## src/rtl/pipe_hazard_ctrl.sv

```systemverilog
`timescale 1ns/1ps
// pipe_hazard_ctrl
// Central pipeline controller for the 5-stage RV32I core. Every cycle it
// derives the PC / pipeline-register enables and the IF/ID, ID/EX flushes
// from three sources: load-use hazards, EX-resolved branch redirects, and
// LSU request/acknowledge wait states. It also keeps saturating stall/flush
// counters and a sticky memory-timeout flag.
//
// Ports
//   i_clk, i_rst_n          clock (rising edge), async active-low reset
//   i_id_vld, i_id_instr    instruction currently in ID
//   i_ex_vld, i_ex_is_load,
//   i_ex_rd_addr            instruction currently in EX
//   i_ex_br_taken           EX redirects the PC this cycle
//   i_mem_req, i_mem_ack    LSU access issued / completed this cycle
//   o_pc_en, o_*_en         PC and pipeline register load enables
//   o_if_id_flush,
//   o_id_ex_flush           load a NOP instead of the register input
//   o_state                 0 RUN, 1 LDUSE, 2 MEM_WAIT
//   o_stall_cnt             cycles with o_pc_en = 0 (saturating)
//   o_flush_cnt             branch-flush events (saturating)
//   o_mem_timeout           sticky: a memory wait lasted MEM_TIMEOUT cycles
module pipe_hazard_ctrl #(
  parameter int CNT_W       = 16,
  parameter int MEM_TIMEOUT = 64
) (
  input  logic             i_clk,
  input  logic             i_rst_n,
  input  logic             i_id_vld,
  input  logic [31:0]      i_id_instr,
  input  logic             i_ex_vld,
  input  logic             i_ex_is_load,
  input  logic [4:0]       i_ex_rd_addr,
  input  logic             i_ex_br_taken,
  input  logic             i_mem_req,
  input  logic             i_mem_ack,
  output logic             o_pc_en,
  output logic             o_if_id_en,
  output logic             o_id_ex_en,
  output logic             o_ex_mem_en,
  output logic             o_mem_wb_en,
  output logic             o_if_id_flush,
  output logic             o_id_ex_flush,
  output logic [1:0]       o_state,
  output logic [CNT_W-1:0] o_stall_cnt,
  output logic [CNT_W-1:0] o_flush_cnt,
  output logic             o_mem_timeout
);

  typedef enum logic [1:0] {
    ST_RUN      = 2'd0,
    ST_LDUSE    = 2'd1,
    ST_MEM_WAIT = 2'd2
  } state_e;

  typedef struct packed {
    logic pc_en;
    logic if_id_en;
    logic id_ex_en;
    logic ex_mem_en;
    logic mem_wb_en;
    logic if_id_flush;
    logic id_ex_flush;
  } ctl_t;

  localparam ctl_t CTL_DEFAULT = 7'b11111_00;
  localparam ctl_t CTL_HOLD    = 7'b00000_00;
  localparam ctl_t CTL_BRANCH  = 7'b11111_11;
  // Freeze PC and IF/ID, turn the ID/EX slot into a bubble, let EX..WB drain.
  localparam ctl_t CTL_LDUSE   = 7'b00111_01;

  localparam logic [6:0] OP_LUI   = 7'b0110111;
  localparam logic [6:0] OP_AUIPC = 7'b0010111;
  localparam logic [6:0] OP_JAL   = 7'b1101111;
  localparam logic [6:0] OP_OP    = 7'b0110011;
  localparam logic [6:0] OP_STORE = 7'b0100011;
  localparam logic [6:0] OP_BRAN  = 7'b1100011;

  localparam int               WAIT_W   = $clog2(MEM_TIMEOUT + 1);
  localparam logic [WAIT_W-1:0] WAIT_MAX = WAIT_W'(MEM_TIMEOUT);

  state_e            state_q, state_d;
  logic [WAIT_W-1:0] wait_cnt_q, wait_cnt_d;
  logic [CNT_W-1:0]  stall_cnt_q, stall_cnt_d;
  logic [CNT_W-1:0]  flush_cnt_q, flush_cnt_d;
  logic              timeout_q, timeout_d;
  ctl_t              ctl;

  // Hazard decode
  logic [6:0] opcode;
  logic [4:0] rs1, rs2;
  logic       rs1_used, rs2_used, lu_hazard, mem_hold;
  logic       unused_instr_bits;

  assign opcode   = i_id_instr[6:0];
  assign rs1      = i_id_instr[19:15];
  assign rs2      = i_id_instr[24:20];
  assign rs1_used = !(opcode inside {OP_LUI, OP_AUIPC, OP_JAL});
  assign rs2_used = opcode inside {OP_OP, OP_STORE, OP_BRAN};

  // Remaining instruction fields play no part in hazard detection.
  assign unused_instr_bits = ^{i_id_instr[31:25], i_id_instr[14:7]};

  assign lu_hazard = i_id_vld & i_ex_vld & i_ex_is_load & (i_ex_rd_addr != 5'd0)
                   & ((rs1_used & (rs1 == i_ex_rd_addr)) | (rs2_used & (rs2 == i_ex_rd_addr)));
  assign mem_hold  = i_mem_req & ~i_mem_ack;

  // State register, counters and timeout flag
  always_ff @(posedge i_clk or negedge i_rst_n) begin
    if (!i_rst_n) begin
      state_q     <= ST_RUN;
      wait_cnt_q  <= '0;
      stall_cnt_q <= '0;
      flush_cnt_q <= '0;
      timeout_q   <= 1'b0;
    end else begin
      // NOTE: non-blocking assignments so every register samples the
      // pre-edge values of its peers, independent of statement order.
      state_q     <= state_d;
      wait_cnt_q  <= wait_cnt_d;
      stall_cnt_q <= stall_cnt_d;
      flush_cnt_q <= flush_cnt_d;
      timeout_q   <= timeout_d;
    end
  end

  // Next-state logic
  always_comb begin
    // NOTE: assign a default before any branch so no path leaves the
    // variable unassigned, which would infer a latch.
    state_d = state_q;
    unique case (state_q)
      ST_RUN, ST_LDUSE: begin
        if (mem_hold)                               state_d = ST_MEM_WAIT;
        else if (i_ex_br_taken)                     state_d = ST_RUN;
        else if (lu_hazard && (state_q == ST_RUN))  state_d = ST_LDUSE;
        else                                        state_d = ST_RUN;
      end
      ST_MEM_WAIT: begin
        // A branch or load-use held across the wait is resolved in the ack cycle.
        if (!i_mem_ack)         state_d = ST_MEM_WAIT;
        else if (i_ex_br_taken) state_d = ST_RUN;
        else if (lu_hazard)     state_d = ST_LDUSE;
        else                    state_d = ST_RUN;
      end
      default: state_d = ST_RUN;
    endcase
  end

  // Output logic: enables and flushes are combinational so a stall hits
  // the same clock edge.
  always_comb begin
    ctl = CTL_DEFAULT;
    unique case (state_q)
      ST_RUN, ST_LDUSE: begin
        if (mem_hold)                               ctl = CTL_HOLD;
        else if (i_ex_br_taken)                     ctl = CTL_BRANCH;
        else if (lu_hazard && (state_q == ST_RUN))  ctl = CTL_LDUSE;
      end
      ST_MEM_WAIT: begin
        if (!i_mem_ack)         ctl = CTL_HOLD;
        else if (i_ex_br_taken) ctl = CTL_BRANCH;
        else if (lu_hazard)     ctl = CTL_LDUSE;
      end
      default: ctl = CTL_DEFAULT;
    endcase
    // While reset is held the pipeline sees plain RUN controls whatever the
    // inputs are doing.
    if (!i_rst_n) ctl = CTL_DEFAULT;
  end

  // Counter and timeout next-state
  always_comb begin
    stall_cnt_d = stall_cnt_q;
    flush_cnt_d = flush_cnt_q;
    wait_cnt_d  = '0;
    if (!ctl.pc_en && (stall_cnt_q != '1))  stall_cnt_d = stall_cnt_q + CNT_W'(1);
    // IF/ID flush is asserted only for a branch redirect.
    if (ctl.if_id_flush && (flush_cnt_q != '1)) flush_cnt_d = flush_cnt_q + CNT_W'(1);
    if ((state_q == ST_MEM_WAIT) && !i_mem_ack) begin
      wait_cnt_d = (wait_cnt_q == WAIT_MAX) ? wait_cnt_q : wait_cnt_q + WAIT_W'(1);
    end
    timeout_d = timeout_q | (wait_cnt_d == WAIT_MAX);
  end

  assign o_pc_en       = ctl.pc_en;
  assign o_if_id_en    = ctl.if_id_en;
  assign o_id_ex_en    = ctl.id_ex_en;
  assign o_ex_mem_en   = ctl.ex_mem_en;
  assign o_mem_wb_en   = ctl.mem_wb_en;
  assign o_if_id_flush = ctl.if_id_flush;
  assign o_id_ex_flush = ctl.id_ex_flush;
  assign o_state       = state_q;
  assign o_stall_cnt   = stall_cnt_q;
  assign o_flush_cnt   = flush_cnt_q;
  assign o_mem_timeout = timeout_q;

endmodule

```

## config.mk

```make
export PLATFORM = sky130hd
export DESIGN_NAME = pipe_hazard_ctrl
export DESIGN_NICKNAME = d
export VERILOG_FILES = /design/src/rtl/pipe_hazard_ctrl.sv
export SDC_FILE = /design/constraint.sdc
export NUM_CORES = 1
export LEC_CHECK = 0
export ABC_AREA = 0
export CAP_MARGIN = 20
export CORE_MARGIN = 10
export CORE_UTILIZATION = 48
export CTS_CLUSTER_DIAMETER = 40
export CTS_CLUSTER_SIZE = 14
export DETAILED_ROUTE_END_ITERATION = 6
export PLACE_DENSITY = 0.92
export SYNTH_ARGS = -nofsm -noshare
export SYNTH_HDL_FRONTEND = slang
export SYNTH_SLANG_ARGS = --single-unit
```

## constraint.sdc

```tcl
create_clock -name i_clk -period 7.55 [get_ports i_clk]
set_input_delay 2.265 -clock i_clk [delete_from_list [all_inputs] [get_ports i_clk]]
set_output_delay 2.265 -clock i_clk [all_outputs]
set_load 0.01 [all_outputs]
```

# --- Word-level counts from Yosys, hierarchy flattened ---
# Cells that the tools add are included.
totals:
  output_inout_bits: 42
  in_bits: 45
  regBits: 42
  elab_cells: 61
op_classes:
  n_reduce_logical: 12
  add_sub_neg: 3
  muxes: 17
  n_eq_ne: 14
  bitwise: 10
op_table:
  columns: ["cell", "n"]
  rows:
  - ["2-to-1 mux 7 bit", 9]
  - ["adder 16 x 1 -> 16 bit, second input constant", 2]
  - ["inequality test 16 bit, second input constant", 2]
  - ["equality test 7 bit, second input constant", 4]
  - ["equality test 7 x 6 -> 1 bit, second input constant", 3]
  - ["one-hot mux 7 bit (2 select lines)", 1]
  - ["equality test 5 bit", 2]
  - ["adder 7 x 1 -> 7 bit, second input constant", 1]
  - ["AND 1 bit", 7]
  - ["equality test 7 x 5 -> 1 bit, second input constant", 1]
  - ["nonzero test 3 bit", 2]
  - ["nonzero test 5 bit", 1]
  - ["logical AND 1 bit", 4]
  - ["2-to-1 mux 1 bit", 4]
  - ["2-to-1 mux 2 bit", 2]
  - ["one-hot mux 2 bit (2 select lines)", 1]
  - ["zero test 1 bit", 3]
  - ["equality test 2 x 1 -> 1 bit, second input constant", 1]
  - ["equality test 2 bit, second input constant", 1]
  - ["zero test 2 bit", 1]
  - ["bitwise OR 1 bit", 2]
  - ["OR reduction 2 bit", 1]
  - ["inverter 1 bit", 1]

# --- Logic depth before layout (Yosys ltp) ---
logic_depth:
  depth_word: 14
  mapped_depth: 8
  ltp_nobuf: 8

# --- Worst setup path after synthesis ---
# OpenSTA, ideal clock, no wires.
synth_timing:
  path_kind: "input to output"
  start: "in i_ex_rd_addr[1]"
  end: "out o_pc_en"
  setup_slack_ns: 1.423
  n_path_buf: 2
  stages: 7
  required_ns: 5.285
  arrival_ns: 3.862
  cell_sequence: "or4_1 -> o21ai_2 -> inv_2 -> a32oi_4 -> buf_6 -> and2_1 -> buf_4"
synth_between:
  elab_chain_cells: 10
  elab_cells_between_ends: 17
  classes_between: "2 x eq/ne; 8 x mux; 5 x bitwise; 2 x reduce/logical"
synth_lines:
  columns: ["item", "line_no", "source"]
  rows:
  - ["start, declared", "33", "input logic [4:0] i_ex_rd_addr,"]
  - ["equality test 5 bit", "105", "& ((rs1_used & (rs1 == i_ex_rd_addr)) | (rs2_used & (rs2 == i_ex_rd_addr)));"]
  - ["AND 1 bit", "105", null]
  - ["bitwise OR 1 bit", "105", null]
  - ["AND 1 bit *", "105", null]
  - ["logical AND 1 bit", "158", "else if (lu_hazard && (state_q == ST_RUN)) ctl = CTL_LDUSE;"]
  - ["2-to-1 mux 7 bit", "158", null]
  - ["2-to-1 mux 7 bit", "157", "else if (i_ex_br_taken) ctl = CTL_BRANCH;"]
  - ["2-to-1 mux 7 bit", "156", "if (mem_hold) ctl = CTL_HOLD;"]
  - ["one-hot mux 7 bit (2 select lines) *", "154", "unique case (state_q)"]
  - ["2-to-1 mux 7 bit *", "169", "if (!i_rst_n) ctl = CTL_DEFAULT;"]
  - ["end, declared", "37", "output logic o_pc_en,"]
# Every way passes the cells marked *; elsewhere a longest branch is shown, timed or not.

# --- Worst setup path in the final report ---
layout_timing:
  start: "in i_id_instr[3]"
  end: "out o_id_ex_flush"
layout_between:
  elab_chain_cells: 12
  elab_cells_between_ends: 22
  classes_between: "6 x eq/ne; 8 x mux; 4 x bitwise; 4 x reduce/logical"
layout_lines:
  columns: ["item", "line_no", "source"]
  rows:
  - ["start, declared", "30", "input logic [31:0] i_id_instr,"]
  - ["equality test 7 x 6 -> 1 bit (tied with other cells)", "98", "assign rs1_used = !(opcode inside {OP_LUI, OP_AUIPC, OP_JAL});"]
  - ["nonzero test 3 bit", "98", null]
  - ["zero test 1 bit", "98", null]
  - ["AND 1 bit", "105", null]
  - ["bitwise OR 1 bit *", "105", null]
  - ["AND 1 bit *", "105", null]
  - ["logical AND 1 bit", "158", null]
  - ["2-to-1 mux 7 bit", "158", null]
  - ["2-to-1 mux 7 bit", "157", null]
  - ["2-to-1 mux 7 bit", "156", null]
  - ["one-hot mux 7 bit (2 select lines) *", "154", null]
  - ["2-to-1 mux 7 bit *", "169", null]
  - ["end, declared", "43", "output logic o_id_ex_flush,"]
# Marked as above.

==> run summary <==
The logs give 28.8% for the clock share of power and 15.0% for the overall track demand over capacity in global routing. For the final database, setup skew stands at 0.00376 ns. The logs give 0 for the number of resized instances in the post-cts repair step and 44.4% for the worst slew margin relative to its limit. Of the total synthesized cell area, the portion taken by XOR and XNOR cells is 15.1%. The clock latency reported for the late side of the worst-skew pair came out at 0.29 ns. Dividing the detail-routed wire length by the instance count gives 16.3 um. For the worst setup path, the data required time is 5.29 ns.

The tools report the kind of end point of the critical path as a primary output. The worst slack at placement was 0.506 ns. The average instance area after synthesis is 10.2 um2, and the portion of total power attributed to sequential cells is 47.6%. The tools report the maximum frequency from static timing analysis as 0.142 GHz.

For the number of antenna cells inserted, the log shows 0. The proportion of synthesized chip area in sequential cells was 44.3%. The arrival time of data at the critical path endpoint is 4.80 ns, and the total routed wirelength is 6140 um. The synthesized netlist devotes 21.6% of its cell area to simple gates. The area of combinational cells with multiple inputs was 0.00125 mm2; the area of placed instances was 0.00315 mm2. Counting flops and latches in the post-synthesis netlist gives 42. The logs give 0 for the post-CTS repair timing setup buffer count and 0.430 mW for the cell internal power dissipation. The count of maximum capacitance violations is 0, and the final period utilization is 93.5%. The ratio of total power to cell area is 183 mW/mm2, and the number of cell rows is 25. The longest clock path from root to sink contains 2 buffers. The root buffer cell chosen for the clock tree is sky130_fd_sc_hd__clkbuf_8. Of the post-synthesis cell area, the dominant cell type holds 44.3%.

Yosys attributes the largest share of cell area to sky130_fd_sc_hd__dfrtp_1 (44%), sky130_fd_sc_hd__xor2_1 (11%), sky130_fd_sc_hd__xnor2_1 (4.4%). The clock tree synthesis step divided the H-tree into 2 levels. The tools report the post-route total power as 0.595 mW. The finished cells cover 0.00325 mm2.

The post-synth design cell area was 0.00237 mm2; the share of cell area taken by muxes after synthesis was 1.90%. After detailed routing, the number of remaining DRC violations is 0. The logs give 0 for the number of antenna violations at the first check in global routing and 26 for the maximum number of pins on one net before global-route repair. The area of all sequential standard cells is 0.00105 mm2. Setup repair after global routing left no endpoint under its margin. The logs give 0.165 mW for the net switching component of the power and 0.472 ns for the final hold slack. The worst path in the final design needs a cycle of 7.06 ns, including I/O delays and setup. The critical path class was input pin to primary output. The number of nets in the synthesized netlist is 282. Counting instances in the post-synthesis netlist gives the leading cell types as sky130_fd_sc_hd__dfrtp_1 (42), sky130_fd_sc_hd__xor2_1 (29), sky130_fd_sc_hd__nand2_1 (20), sky130_fd_sc_hd__nor2_1 (17), sky130_fd_sc_hd__nand3_1 (14). Along the worst path, the maximum fanout reaches 3. Die outline width: 90.3 um.

sky130_fd_sc_hd__dfrtp_1 takes more of the synthesized area than any other cell. After detailed placement, the design holds a cell count of 369. sky130_fd_sc_hd__dfrtp_1 is the most common cell in the netlist. The total global routing overflow is 0, and the area growth from synthesis to final layout is 37.1%. In this run, synthesis inferred 0 flip-flops with an integrated enable.

Excluding fillers, the count of instances in the completed layout stands at 377. 87 I/O pins were placed. The core region is 0.00475 mm2.

The worst setup path is launched from an input pin. Worst ir drop on vdd: 0.000164 V. The tools report the initial core utilization as 49.9%. The clock net in this run drives a total of 42 sinks.

Once detail routing completed, the nets flagged for antenna violations numbered 0. For this run, the share of the core covered by cells in the final layout is 68.4%. The total vias in the final route is 2,016. The net switching share of the total power was 27.7%; the first-pass GRT wire length was 10,300 um. Of the total power, combinational logic draws 23.6%.

Using the TritonRoute via totals, the vias-per-cell ratio works out to 5.35. Number of slew-limit violations in the final report: 0. Combinational family with the most area after synthesis: simple AND/OR/NAND/NOR gates. The run gives 233 as the cell count after synthesis. The synthesized netlist contains 46 unique library cells.

In the post-route analysis, the smallest setup slack over all paths is 0.489 ns. The run gives 2,064 as the via count of the first global-routing pass. After routing, the total negative slack on setup checks comes to 0 ns. After filler insertion, the fill cell instance count of the layout stands at 387. The fraction of the mapped netlist area in compound gates came out at 11.9%.

Path type of the worst min-delay path: flip-flop to flip-flop. The most used flip-flop cell after synthesis is sky130_fd_sc_hd__dfrtp_1. The count of final hold-check violations was 0; the DRC marker count from the first detailed-route iteration was 124. For this design, the CTS-stage hold fixing added 0 buffers. Routability-driven placement finished with a final weighted congestion of 0.819.

In the final layout, the share of cells above drive strength 1 is 8.39%. Counting flops with an async set or reset pin after synthesis yields a share of 100%. In this run the static leakage power is 1.32 nW. After Yosys synthesis, full adders, half adders and majority gates account for 2.11% of the synthesized area.

The floorplan step set the die height to 90.3 um. The actual slew at the worst max-slew pin was 0.830 ns. The total clock buffers created by CTS is 5. The count of buffers added on input and output ports is 71. The die covers 0.00816 mm2. The number of warning messages in the yosys log was 0; the clock transition at the registers of the reported paths was 0.08 ns. The run finished with clean final reports. Count of final setup violators: 0. The net count of the finished layout is 358.

TritonCTS built the clock tree. For this run, the detailed router's first-pass iteration total came to 4. The tools report the sum of net half-perimeters after detailed placement as 4700 um.
flip-flops by register name, summed over array words and instances, names as in the netlist:
name / flops
o_state: 2
wait_cnt_q: 7
o_mem_timeout: 1
o_flush_cnt: 16
o_stall_cnt: 16
power groups by stage:
stage	Clock, mW	Combinational (mW)	Sequential [mW]
floorplan	0	0.0464	0.292
global placement	0	0.139	0.284
detailed placement	0	0.142	0.286
CTS	0.177	0.143	0.283
global route	0.184	0.154	0.288
finish	0.171	0.141	0.283
per-layer routing:
metal,GRT usage (%),vias to the layer above,part of all wire [%]
met3,4.41,4,4.6
met2,24.8,56,47
met1,18.9,980,47
li1,-,976,-
met4,3.58,0,0.65
met5,0,-,0
cell usage in the layout, fill, tap and decap left out, types with 5 or more instances in the layout:
| cell | instances |
|---|---|
| sky130_fd_sc_hd__dfrtp_1 | 42 |
| sky130_fd_sc_hd__nand3_1 | 14 |
| sky130_fd_sc_hd__nand2_1 | 20 |
| sky130_fd_sc_hd__a211oi_2 | 6 |
| sky130_fd_sc_hd__xor2_1 | 29 |
| sky130_fd_sc_hd__nor3_1 | 7 |
| sky130_fd_sc_hd__clkbuf_8 | 5 |
| sky130_fd_sc_hd__xnor2_1 | 12 |
| sky130_fd_sc_hd__clkdlybuf4s50_1 | 70 |
| sky130_fd_sc_hd__a21oi_1 | 7 |
| sky130_fd_sc_hd__nor2_1 | 17 |
| sky130_fd_sc_hd__inv_1 | 9 |
| sky130_fd_sc_hd__nand4_1 | 8 |
final timing paths:
kind                                  endpoint  slack, ns  depth (start not counted)      startpoint
worst max-delay path             o_id_ex_flush       0.49                          8   i_id_instr[3]
max in group asynchronous       o_flush_cnt[5]       4.92                          2         i_rst_n
min in group asynchronous        o_mem_timeout       1.92                          1         i_rst_n
worst min-delay path             o_mem_timeout       0.47                          2   o_mem_timeout
worst min register to register   o_mem_timeout       0.47                          2   o_mem_timeout
worst max register to register  o_stall_cnt[1]       5.36                          6  o_stall_cnt[0]
worst max-delay path: stages:
cell	delay, ns
sky130_fd_sc_hd__clkdlybuf4s50_1	0.44
sky130_fd_sc_hd__or3b_1	0.38
sky130_fd_sc_hd__nor4_1	0.26
sky130_fd_sc_hd__and4_1	0.31
sky130_fd_sc_hd__a31oi_1	0.06
sky130_fd_sc_hd__or3_1	0.37
sky130_fd_sc_hd__o21ai_0	0.15
sky130_fd_sc_hd__clkdlybuf4s50_1	0.57
logic make-up (layout without fill, tap and decap cells):
logic type | count (synthesis) | after routing
AOI/OAI and AO/OA | 31 | 31
xor gates and xnor gates | 41 | 41
adders and majority gates | 4 | 4
buffers and inverters | 15 | 92
DFF | 42 | 42
muxes | 4 | 4
and+or+nand+nor | 96 | 96
cell type report:
class	instances	share of cell area [%]
clock buffers	7	2.35
multi-input cells	176	38.3
well taps	67	2.58
repair buffers	74	22.4
inverters	10	1.15
clock inverters	1	0.923
flip-flops and latches	42	32.3
No activity file was read; power rests on OpenSTA's default activity.
